`config.mk`:
```
export PLATFORM = sky130hd
export DESIGN_NAME = serial_addsub_driver
export DESIGN_NICKNAME = d
export VERILOG_FILES = /design/src/rtl/serial_arith_pkg.sv /design/src/rtl/serial_bit_alu.sv /design/src/rtl/serial_addsub_driver.sv
export SDC_FILE = /design/constraint.sdc
export NUM_CORES = 1
export LEC_CHECK = 0
export CAP_MARGIN = 20
export CORE_MARGIN = 4
export CORE_UTILIZATION = 40
export CTS_BUF_LIST = sky130_fd_sc_hd__clkbuf_4 sky130_fd_sc_hd__clkbuf_8
export CTS_CLUSTER_DIAMETER = 120
export DETAILED_ROUTE_END_ITERATION = 7
export HOLD_SLACK_MARGIN = 0.02
export PLACE_DENSITY = 0.69
export SYNTH_ARGS = -nofsm -noshare
export SYNTH_HDL_FRONTEND = slang
export SYNTH_HIERARCHICAL = 1
export SYNTH_SLANG_ARGS = --single-unit
export TNS_END_PERCENT = 1
```
`constraint.sdc`:
```
create_clock -name clock -period 1.6 [get_ports clock]
set_input_delay 0.24 -clock clock [delete_from_list [all_inputs] [get_ports clock]]
set_output_delay 0.24 -clock clock [all_outputs]
set_load 0.01 [all_outputs]
```
`src/rtl/serial_arith_pkg.sv`:
```
// Shared types for the bit-serial add/subtract front end.
// No logic: state encoding and operation select codes only.
// No handshake; consumed by serial_addsub_driver and its testbench.
package serial_arith_pkg;

    typedef enum logic [1:0] {
        IDLE  = 2'd0,
        SHIFT = 2'd1,
        DONE  = 2'd2
    } state_t;

    localparam logic OP_ADD = 1'b0;
    localparam logic OP_SUB = 1'b1;

endpackage

```
`src/rtl/serial_bit_alu.sv`:
```
// Single-bit full adder with a loadable carry flip-flop (init, enable).
// Sum and cout are combinational; the carry updates one cycle after en.
// No flow control; the driver FSM sequences load and en.
module serial_bit_alu (
    input  logic clock,
    input  logic reset,
    input  logic load,
    input  logic init,
    input  logic en,
    input  logic x,
    input  logic y,
    output logic sum,
    output logic cout
`ifdef SERIAL_ADDSUB_OVF_EN
    ,
    output logic carry_msb_in
`endif
);

    logic carry;

    always_ff @(posedge clock or posedge reset) begin
        if (reset)
            carry <= 1'b0;
        else if (load)
            carry <= init;
        else if (en)
            carry <= cout;
    end

    assign sum  = x ^ y ^ carry;
    assign cout = (x & y) | (x & carry) | (y & carry);

`ifdef SERIAL_ADDSUB_OVF_EN
    // On the MSB step this is the carry into the MSB.
    assign carry_msb_in = carry;
`endif

endmodule

```
`src/rtl/serial_addsub_driver.sv`:
```
// Parallel-in/out bit-serial adder/subtractor; optional overflow flag via SERIAL_ADDSUB_OVF_EN.
// Latency: start-to-done = WIDTH+1 cycles; back-to-back period WIDTH+2.
// No backpressure: start is only sampled in IDLE, starts while busy are dropped.
module serial_addsub_driver
    import serial_arith_pkg::*;
#(
    parameter int WIDTH = 8,
    localparam int CNT_W = $clog2(WIDTH + 1)
) (
    input  logic             clock,
    input  logic             reset,
    input  logic             start,
    input  logic             op_sub,
    input  logic [WIDTH-1:0] a,
    input  logic [WIDTH-1:0] b,
    output logic             busy,
    output logic             done,
    output logic [WIDTH-1:0] result,
    output logic             carry_out,
`ifdef SERIAL_ADDSUB_OVF_EN
    output logic             overflow,
`endif
    output logic             ser_x,
    output logic             ser_y,
    output logic             ser_s
);

    state_t             state, state_nxt;
    logic [WIDTH-1:0]   a_reg, b_reg, acc;
    logic               sub_reg;
    logic [CNT_W-1:0]   count;
    logic               accept, shift_en, last;
    logic               cout;
`ifdef SERIAL_ADDSUB_OVF_EN
    logic               carry_msb_in;
`endif

    always_ff @(posedge clock or posedge reset) begin
        if (reset)
            state <= IDLE;
        else
            state <= state_nxt;
    end

    always_comb begin
        state_nxt = state;
        busy      = 1'b0;
        done      = 1'b0;
        accept    = 1'b0;
        shift_en  = 1'b0;
        last      = (count == CNT_W'(WIDTH - 1));
        case (state)
            IDLE: begin
                if (start) begin
                    accept    = 1'b1;
                    state_nxt = SHIFT;
                end
            end
            SHIFT: begin
                busy     = 1'b1;
                shift_en = 1'b1;
                if (last)
                    state_nxt = DONE;
            end
            DONE: begin
                done      = 1'b1;
                state_nxt = IDLE;
            end
            default: state_nxt = IDLE;
        endcase
    end

    assign ser_x = a_reg[0];
    assign ser_y = b_reg[0] ^ (sub_reg == OP_SUB);

    serial_bit_alu u_alu (
        .clock        (clock),
        .reset        (reset),
        .load         (accept),
        .init         (op_sub),
        .en           (shift_en),
        .x            (ser_x),
        .y            (ser_y),
        .sum          (ser_s),
        .cout         (cout)
`ifdef SERIAL_ADDSUB_OVF_EN
        ,
        .carry_msb_in (carry_msb_in)
`endif
    );

    // result/carry_out are loaded on the final shift so they are valid while done is high.
    always_ff @(posedge clock or posedge reset) begin
        if (reset) begin
            a_reg     <= '0;
            b_reg     <= '0;
            acc       <= '0;
            sub_reg   <= 1'b0;
            count     <= '0;
            result    <= '0;
            carry_out <= 1'b0;
`ifdef SERIAL_ADDSUB_OVF_EN
            overflow  <= 1'b0;
`endif
        end else if (accept) begin
            a_reg   <= a;
            b_reg   <= b;
            sub_reg <= op_sub;
            count   <= '0;
        end else if (shift_en) begin
            a_reg <= a_reg >> 1;
            b_reg <= b_reg >> 1;
            acc   <= {ser_s, acc[WIDTH-1:1]};
            count <= count + CNT_W'(1);
            if (last) begin
                result    <= {ser_s, acc[WIDTH-1:1]};
                carry_out <= cout;
`ifdef SERIAL_ADDSUB_OVF_EN
                overflow  <= carry_msb_in ^ cout;
`endif
            end
        end
    end

endmodule

```
# --- After elaboration in Yosys (flattened, before gate mapping) ---
# Cells that the tools add are included.
# Widths: inputs -> output; s select.
op_classes:
  addsub: 1
  n_mux: 15
  reduce_logical: 5
  n_eq_ne: 5
  bitwise: 9
ops:
  columns: ["operator", "n"]
  rows:
  - ["$mux 8", 4]
  - ["$mux 4", 2]
  - ["$mux 1", 6]
  - ["$add 4x1->4 const B", 1]
  - ["$eq 4x3->1 const B", 1]
  - ["$mux 2", 2]
  - ["$ne 2x2->1 const B", 2]
  - ["$pmux 2 s2", 1]
  - ["$reduce_and 2->1", 2]
  - ["$and 1x1->1", 3]
  - ["$reduce_and 3->1", 1]
  - ["$xor 1x1->1", 3]
  - ["$eq 2x1->1 const B", 1]
  - ["$eq 2x2->1 const B", 1]
  - ["$logic_not 2->1", 1]
  - ["$or 1x1->1", 2]
  - ["$reduce_bool 2->1", 1]
  - ["$not 1->1", 1]
word_totals:
  out_inout_bits: 14
  input_bits: 20
  reg_bits: 41
  wordCells: 44

# --- Longest topological paths before layout ---
# Gate-level depths: netlist of run 1.
logic_depth:
  word_depth: 6
  mapped_depth: 6

# --- Hierarchy ---
# The synthesis of run 1 kept the hierarchy.
modules_own_cells:
  columns: ["mod", "area_each_um2", "cells_each", "n_inst"]
  rows:
  - ["serial_addsub_driver", 1724.2, 164, 1]
  - ["serial_bit_alu", 67.6, 6, 1]

# --- Worst setup path before layout of run 1 ---
# No wires, ideal clock.
synth_path:
  path_kind: "reg2reg"
  start: "register sub_reg"
  end: "register result[7]"
  n_path_buf: 0
  t_required_ns: 1.475
  path_stages_with_launch: 4
  period_less_slack_ns: 1.623
  setup_slack_ns: -0.023
  setup_time_ns: 0.125
  t_arrival_ns: 1.499
  cell_sequence: "dfrtp_1 xor2_1 fa_1 mux2_2"
synth_between:
  elab_chain_cells: 3
synth_rtl:
  columns: ["element", "line_no", "text"]
  rows:
  - ["from (decl)", "serial_addsub_driver.sv:30", "logic sub_reg;"]
  - ["from (signal assigned)", "serial_addsub_driver.sv:108", "sub_reg <= op_sub;"]
  - ["$xor 1x1->1", "serial_addsub_driver.sv:74", "assign ser_y = b_reg[0] ^ (sub_reg == OP_SUB);"]
  - ["net ser_y", "serial_addsub_driver.sv:24", "output logic ser_y,"]
  - ["$xor 1x1->1 (2 in a row)", "serial_bit_alu.sv:31", "assign sum = x ^ y ^ carry;"]
  - ["net ser_s", "serial_addsub_driver.sv:25", "output logic ser_s"]
  - ["to (signal assigned)", "serial_addsub_driver.sv:116", "result <= {ser_s, acc[WIDTH-1:1]};"]
  - ["to (decl)", "serial_addsub_driver.sv:18", "output logic [WIDTH-1:0] result,"]
# The timed path passes the listed nets, and every way through them passes these cells.
# A chain may end at the register's enable or synchronous reset.

# --- Worst setup path after layout of run 1 ---
layout_path:
  start: "register b_reg[0]"
  end: "output ser_s"
layout_between:
  elab_chain_cells: 3
layout_rtl:
  columns: ["element", "line_no", "text"]
  rows:
  - ["from (decl)", "serial_addsub_driver.sv:29", "logic [WIDTH-1:0] a_reg, b_reg, acc;"]
  - ["from (signal assigned)", "serial_addsub_driver.sv:112", "b_reg <= b_reg >> 1;"]
  - ["$xor 1x1->1", "serial_addsub_driver.sv:74", null]
  - ["$xor 1x1->1 (2 in a row)", "serial_bit_alu.sv:31", null]
  - ["to (decl)", "serial_addsub_driver.sv:25", null]
# Every way passes these cells.

==> impl_metrics.toml, run 1 <==
[outcome]
run_status = "complete, but fails checks"
violations = "setup timing"

[synth]
ys_top_cells_by_count = "dfrtp_1, nand2_1, o21ai_0, nor2b_1"
yosys.area_share.xor_xnor_pct = 0.489
synth.distinct_cells = 23
netlist_instances = 170
synth_compound_area_share_pct = 16.5
async_flop_share_pct = 100
synth.area.mux_share_pct = 8.03
synth_edf_count = 0
synth_area_leaders = "dfrtp_1, mux2_2, nand2_1, a22oi_1, nor2b_1"
synth_nets = 192
ys_seq_area_share_pct = 55.9
yosys.cell_count.top_type = "dfrtp_1"
dominantRegCellSynth = "dfrtp_1"
yosys.area.top_type = "dfrtp_1"
ys_seq_elements = 40
avgSynthCellArea_sq_um = 10.5
yosys.area_share.adder_pct = 1.82
syn_area_sq_um = 1790
synth_top_family_by_area = "compound AO/OA/AOI/OAI gates"
yosys.area.top_type_share_pct = 55.9
synth-simple-area-share_pct = 14.3
yosysWarnings = 6

[final_layout]
num_antenna_cells = 0
fill_cells = 390
drive_above_1_share_pct = 18.3
area_delta_synth_final_pct = 34.7
nNetsFinal = 239

[clocking]
clk_latency_ns = 0.30
cts_root_buffer = "clkbuf_8"
cts_tree = "built"
cts_sinks = 40
numCtsBuffers = 5
cts_htree_levels = 2
postCtsSetupBuffers = 0
clk_pin_slew_ns = 0.08
cts_buffer_depth = 2

[sta]
max_freq_mhz = 553
grt_setup_unrepaired = "true"
maxSlewViolCount = 0
final.setup_skew_ns = 0.00922
layout_min_cycle_time_ns = 1.81
hold_viol_final = 0
tightest_slew_ns = 0.308
fin_crit_sh_pct = 113
max_slew_margin_pct = 79.5
setup_ws_ns = -0.207
setup_violations = 1

[worst_setup_path]
critPathMaxStageDelay_ns = 0.53
crit_type = "reg2out"
path_max_fanout = 2
cp.required_ns = 1.36
cp_cell_sequence = "xor2_2 -> fa_1 -> buf_2"
crit_arrival_ns = 1.57
slowest_stage = "fa_1"
crit_path_start_kind = "flop"
cp-end-kind = "output port"

[drt]
route.detailed.drc = 0
wl_microns = 3530
dr.first_iter.drc_count = 38
ant_nets = 0
wl_met1_microns = 1550
wl_per_cell_microns = 13.1
vias = 1379
avgViaCountPerCell = 5.11
top_layer = "met4"
drt_first_pass_iters = 4
wl_met2_microns = 1690
wl_met3_microns = 231

[floorplanning]
die_w_microns = 74.9
start_util_pct = 41.1
core_sq_um = 4350
io-pin-count = 34
die_area_sq_um = 5610
die_h_microns = 74.9
row_count = 24

[worst_hold_path]
hold_class = "in2async"

[global_route]
grt_use_total_pct = 14.4
antenna_found_initial = 0
grt_pass1_wl_microns = 6010
grt_pass1_vias = 1350
gr-total-overflow = 0
grt_max_degree = 25

[power_and_ir_drop]
p_per_area_nw_per_um2 = 1790
p_leak_uw = 0.00110
total_power_uw = 4310
ir_drop_mv = 0.792

[placed_design]
gp_congestion = 0.727
pre_cts_ws_ns = -0.336
port_buffers = 33
post-dp-hpwl_microns = 2520

[job]
drv_cap = 0
==> area by class of cell <==
cell class                      count  area, sq um  area share [%]
Tap cell                           52         65.1            2.70
Clock inverter                      2         38.8            1.61
Sequential cell                    40         1000            41.5
Multi-Input combinational cell    118          747            30.9
Inverter                            3         11.3           0.467
Timing Repair Buffer               49          468            19.4
Clock buffer                        6         82.6            3.42
==> what timing repair did <==
item	4_1_cts	5_1_grt
pin swaps	2	1
setup endpoints to repair	5	11
cloned	0	0
hold buffers	0	0
resized for setup	8	1
hold endpoints to repair	0	0
==> final timing paths <==
path | start | endpoint | cells after the start | slack [ns]
worst min-delay path | reset | u_alu/carry | 2 | 0.13
worst min register to register | a_reg[6] | a_reg[6] | 2 | 0.50
max in group asynchronous | reset | b_reg[5] | 3 | 0.98
min in group clock | a_reg[6] | a_reg[6] | 2 | 0.50
worst max register to register | b_reg[0] | result[7] | 4 | 0.01
worst max-delay path | b_reg[0] | ser_s | 3 | -0.21
==> power by group <==
group          internal, uW  switching (uW)  leakage, uW  total (uW)
registers              1430             289     0.000512        1720
logic                   953             776     0.000528        1730
clock network           510             352    0.0000614         862
==> through the flow <==
stage          std cells  hold slack (ns)  util [%]  cell area [sq um]  setup TNS, ns
6_report             270            0.129      55.4               2410         -0.207
5_1_grt              270            0.139      55.4               2410         -0.372
4_1_cts              270            0.125      55.4               2410         -0.217
3_5_place_dp         262            0.447      52.8               2300         -0.348
3_3_place_gp         262            0.443      52.8               2300         -0.324
2_1_floorplan        170          -0.0313         -               1800              0
==> worst max-delay path: cells and delay by family, from the launching register on <==
family	cells	cell delay (ns)
flops	1	0.41
xor+xnor	1	0.19
buf+inv	1	0.14
fa+ha+maj	1	0.53
==> cells by family (layout without fill, tap and decap cells) <==
logic type,after synthesis,after routing
xor gates and xnor gates,1,1
and+or+nand+nor,52,52
AOI/OAI and AO/OA,50,50
buffers and inverters,12,60
adders and majority gates,2,2
DFF,40,40
muxes,13,13
==> layout by cell type, fill, tap and decap left out <==
| master | n |
|---|---|
| a21oi_1 | 14 |
| a22o_1 | 2 |
| a22oi_1 | 14 |
| and2b_1 | 1 |
| buf_12 | 2 |
| buf_2 | 1 |
| buf_4 | 15 |
| bufinv_16 | 1 |
| clkbuf_8 | 6 |
| clkdlybuf4s50_1 | 28 |
| clkinv_4 | 1 |
| dfrtp_1 | 40 |
| dlygate4sd2_1 | 2 |
| dlymetal6s2s_1 | 1 |
| fa_1 | 1 |
| ha_1 | 1 |
| inv_1 | 3 |
| mux2_2 | 11 |
| mux2i_1 | 2 |
| nand2_1 | 29 |
| nand2b_1 | 1 |
| nand2b_2 | 1 |
| nand4_1 | 1 |
| nor2_1 | 3 |
| nor2b_1 | 15 |
| nor3_4 | 1 |
| o21ai_0 | 18 |
| o21ai_1 | 1 |
| o21bai_1 | 1 |
| xor2_2 | 1 |
==> metal layers <==
| metal | track usage, % | up-vias |
|---|---|---|
| li1 | - | 682 |
| met1 | 17.9 | 658 |
| met2 | 23.1 | 34 |
| met3 | 4.67 | 5 |
| met4 | 5.73 | 0 |
| met5 | 0 | - |
No activity file was read; power rests on OpenSTA's default activity.
==> run 2: changes to the inputs <==
- CORE_ASPECT_RATIO: unset -> 1.25
==> run 2 against run 1 <==
Net effect: the flow still finishes with violations (setup timing); critical endpoint unchanged; sequential share of layout area increased by 0.35 points; via count increased by 1.3%; die area increased by 0.12%; combinational power about the same; largest cell class unchanged; count of clock-buffer cells in the layout unchanged; total power decreased by 3.0%.
==> impl_metrics.toml, run 2 (same netlist as run 1, synthesis figures left out) <==
[clocking]
cts_root_buffer = "clkbuf_8"
clk_latency_ns = 0.29
cts_tree = "built"
numCtsBuffers = 5
clk_pin_slew_ns = 0.08
cts_htree_levels = 2
cts_buffer_depth = 2
ctsHoldBuffers = 0
cts_sinks = 40

[final_layout]
area_delta_synth_final_pct = 33.6
stdcell_count = 273
drive_above_1_share_pct = 18.0
final_cell_mix = "dfrtp_1, nand2_1, clkdlybuf4s50_1"
multi_input_area_sq_um = 751
final_common_cell = "dfrtp_1"
fin_area_sq_um = 2390
nNetsFinal = 238
regArea_sq_um = 1000
fill_cells = 376
fin_util_pct = 57.0
num_antenna_cells = 0

[drt]
avgViaCountPerCell = 5.12
vias = 1397
route.detailed.drc = 0
drt_first_pass_iters = 4
dr.first_iter.drc_count = 63
ant_nets = 0
wl_microns = 3840
wl_per_cell_microns = 14.0

[sta]
final.setup_skew_ns = 0.00926
max_freq_mhz = 553
hold_viol_final = 0
fin_crit_sh_pct = 113
maxSlewViolCount = 0
setup_violations = 2
max_slew_margin_pct = 84.4
layout_min_cycle_time_ns = 1.81
tightest_slew_ns = 0.235
setup_ws_ns = -0.209
grt_setup_unrepaired = "true"

[power_and_ir_drop]
p_sw_uw = 1440
p_sw_share_pct = 34.4
pwr-share-comb_pct = 42.1
seq_power_share_pct = 41.3
intPower_uw = 2740
clkPwrFrac_pct = 16.5
p_leak_uw = 0.00109
ir_drop_mv = 0.719
p_per_area_nw_per_um2 = 1750

[global_route]
use_met1_pct = 17.7
gr-total-overflow = 0
grt_pass1_vias = 1451
grt_use_total_pct = 14.9
grt_max_degree = 40
grt_pass1_wl_microns = 6540
busiest_layer = "met2"
grt.met3_usage_pct = 3.92
gr-usage-met2_pct = 25.5
antenna_found_initial = 0

[outcome]
run_status = "complete, but fails checks"
violations = "setup timing"

[worst_setup_path]
crit_type = "reg2out"
slowest_stage = "fa_1"
cp.buffers_inverters = 1
cp_cell_sequence = "xor2_2 -> fa_1 -> buf_2"
path_delay_family = "adder cells"
crit_arrival_ns = 1.57
path_max_fanout = 2
critPathMaxStageDelay_ns = 0.51
cp.required_ns = 1.36
crit_path_start_kind = "flop"
cp-end-kind = "output port"

[job]
drv_cap = 0

[placed_design]
dp_cells = 264
placed_cell_area_sq_um = 2290
gp_congestion = 0.758
port_buffers = 33
post-dp-hpwl_microns = 2720

[floorplanning]
start_util_pct = 42.7
core_sq_um = 4200
row_count = 26
die_w_microns = 67.9
die_h_microns = 82.8
io-pin-count = 34
die_area_sq_um = 5620

[worst_hold_path]
hold_class = "in2async"
run 2: cell type report:
cell class | count | area share, %
clock inverter | 2 | 0.418
clock buffer | 6 | 3.45
sequential | 40 | 41.8
timing repair buffer | 48 | 19.6
tap | 56 | 2.93
inverter | 3 | 0.470
multi-input combinational | 118 | 31.4
run 2: power by group through the flow:
stage	combinational (uW)	sequential, uW	clock, uW
after global placement	1720	1710	0
final	1760	1730	692
after floorplan	986	1730	0
after detailed placement	1770	1750	0
after CTS	1770	1740	711
after global routing	1950	1790	753
run 2: per-stage QoR:
stage / total power [uW] / setup TNS [ns] / setup WS (ns) / hold slack [ns]
6_report: 4180 / -0.211 / -0.209 / 0.119
5_1_grt: 4500 / -0.287 / -0.256 / 0.128
4_1_cts: 4220 / -0.423 / -0.212 / 0.119
3_5_place_dp: 3520 / -0.362 / -0.362 / 0.435
3_3_place_gp: 3430 / -0.343 / -0.343 / 0.416
2_1_floorplan: 2720 / 0 / 0.0446 / -0.0313
run 2: path summary, 6_finish.rpt:
| check | start | endpoint | slack, ns | cells after the start |
|---|---|---|---|---|
| hold reg to reg | acc[1] | acc[1] | 0.48 | 2 |
| hold / removal | reset | u_alu/carry | 0.12 | 2 |
| setup reg to reg | b_reg[0] | result[7] | 0 | 4 |
| min in group clock | acc[1] | acc[1] | 0.48 | 2 |
| max in group asynchronous | reset | state[1] | 1.06 | 3 |
| setup / recovery | b_reg[0] | ser_s | -0.21 | 3 |
run 2: routing by layer:
metal  up-vias  wire length, microns
met3         7                   160
li1        677                     -
met2        29                  2050
met5         -                     0
met1       684                  1570
met4         0                    59
run 2: timing repair:
| item | CTS | global route |
|---|---|---|
| pin swaps | 2 | 0 |
| gates resized for setup | 10 | 3 |
| endpoints found under the setup margin | 5 | 4 |
| setup buffers | 1 | 0 |
==> patch, RTL diff (flow settings as in run 2) <==
Add an input register stage for `start`, `op_sub`, `a` and `b`, without a reset; this delays them by one clock. Comments in the files are not updated.
--- a/src/rtl/serial_addsub_driver.sv
+++ b/src/rtl/serial_addsub_driver.sv
@@ -27,2 +27,14 @@
 
+    logic start_q;
+    logic op_sub_q;
+    logic [WIDTH-1:0] a_q;
+    logic [WIDTH-1:0] b_q;
+
+    always_ff @(posedge clock) begin
+        start_q  <= start;
+        op_sub_q <= op_sub;
+        a_q      <= a;
+        b_q      <= b;
+    end
+
     state_t             state, state_nxt;
@@ -53,3 +65,3 @@
             IDLE: begin
-                if (start) begin
+                if (start_q) begin
                     accept    = 1'b1;
@@ -79,3 +91,3 @@
         .load         (accept),
-        .init         (op_sub),
+        .init         (op_sub_q),
         .en           (shift_en),
@@ -105,5 +117,5 @@
         end else if (accept) begin
-            a_reg   <= a;
-            b_reg   <= b;
-            sub_reg <= op_sub;
+            a_reg   <= a_q;
+            b_reg   <= b_q;
+            sub_reg <= op_sub_q;
             count   <= '0;
Formal check against the unedited RTL: not equivalent (Yosys sat finds a counterexample within 4 cycles, from zero or initial values and one cycle with reset high).
==> patch against run 2 <==
Final cell count increased by 1.1%. Sequential power increased by 31%. Largest power group is now registers. Design area increased by 17%. Sequential cell count increased by 18. The flow still finishes with violations (setup timing). Setup slack got worse by 9.0 ps. Critical path type unchanged. Power increased by 39%. First-iteration DRC count decreased by 29%. Wire length decreased by 1.1%. Synthesized area increased by 19%. Register-to-register slack improved by 20 ps. Largest cell class unchanged.
==> patch: results <==
set metrics [dict create \
    areaGrowthSynthToFinish_pct 31.9 \
    power_density_mw_per_mm2 2060 \
    final_cells 276 \
    slowest_stage "fa_1" \
    place_ws_ps -364 \
    grt_max_degree 27 \
    clkTransAtPathRegs_ps 60 \
    setup_slack_ps -218 \
    dp_cells 259 \
    synthTopCellsByArea "dfrtp_1 (47%), dfxtp_1 (17%), mux2_4 (6.3%), a22oi_1 (4.9%), mux2_2 (4.8%)" \
    seq_cells 58 \
    grt_util_all_layers_pct 13.1 \
    clk_latency_ps 330 \
    fill_cells 429 \
    synth_common_cells "dfrtp_1 (40), dfxtp_1 (18), o21ai_0 (16)" \
    violations "setup timing" \
    outcome "finished, violations left" \
    setup_tns_ps -218 \
    power_leakage_uw 0.00125 \
    cts_buffers 9 \
    num-clock-buffers 11 \
    synth_cell_type_count 26 \
    gp_congestion 0.681 \
    htree_levels 3 \
    ff_latch_area_mm2 0.00136 \
    hold_slack_ps 95.5 \
    r2r-end "result[7]" \
    nets 231 \
    nNonClkInverters 2 \
    vias 1355 \
    seq_area_frac_synth_pct 64.0 \
    async_flop_share_pct 69.0 \
    drt_pass1_iterations 4 \
    place_area_mm2 0.00260 \
    rr_startpoint "sub_reg" \
    avgSynthCellArea_um2 13.3 \
    worst_pin_slew_ps 626 \
    ir_worst_vdd_mv 0.779 \
    post_drt_wl_per_cell_um 13.7 \
    grt_pass1_wl_um 6320 \
    fin_skew_ps 7.58 \
    buffers 47 \
    setup_viol_count_final 1 \
    p_clk_share_pct 23.4 \
    final_layout_size_suffix_gt1_share_pct 25.7 \
    buf_share_pct 15.6 \
    multi_input_area_share_pct 25.6 \
    clock_area_share_pct 7.26 \
]
## patch: changes by cell type after synthesis, sizes merged, moves of 6 or more
cell and delta:
a21oi -10, buf +6, clkbuf -6, dfxtp +18, mux2 +7, nand2 -16
nor2b -6
## patch: cells by family (layout without fill, tap and decap cells)
logic type	count (synthesis)	count (layout)	synth area share [%]
xor gates and xnor gates	1	1	0.412
and+or+nand+nor	27	27	6.64
adders and majority gates	2	2	1.53
muxes	21	21	12.5
DFF	58	58	64.0
AOI/OAI and AO/OA	40	40	11.9
buffers and inverters	11	65	3.00
## patch: routing by layer
metal	up-vias	global-route usage (%)	part of all wire [%]
li1	662	-	-
met1	649	15.4	44
met2	35	20.6	47
met3	9	3.49	5.8
met4	0	9.56	2.6
met5	-	0	0
## patch: repair_timing
item,4_1_cts,5_1_grt
hold buffers,0,0
buffers inserted,1,0
setup endpoints to repair,5,3
pin swaps,2,0
gates resized for setup,11,1
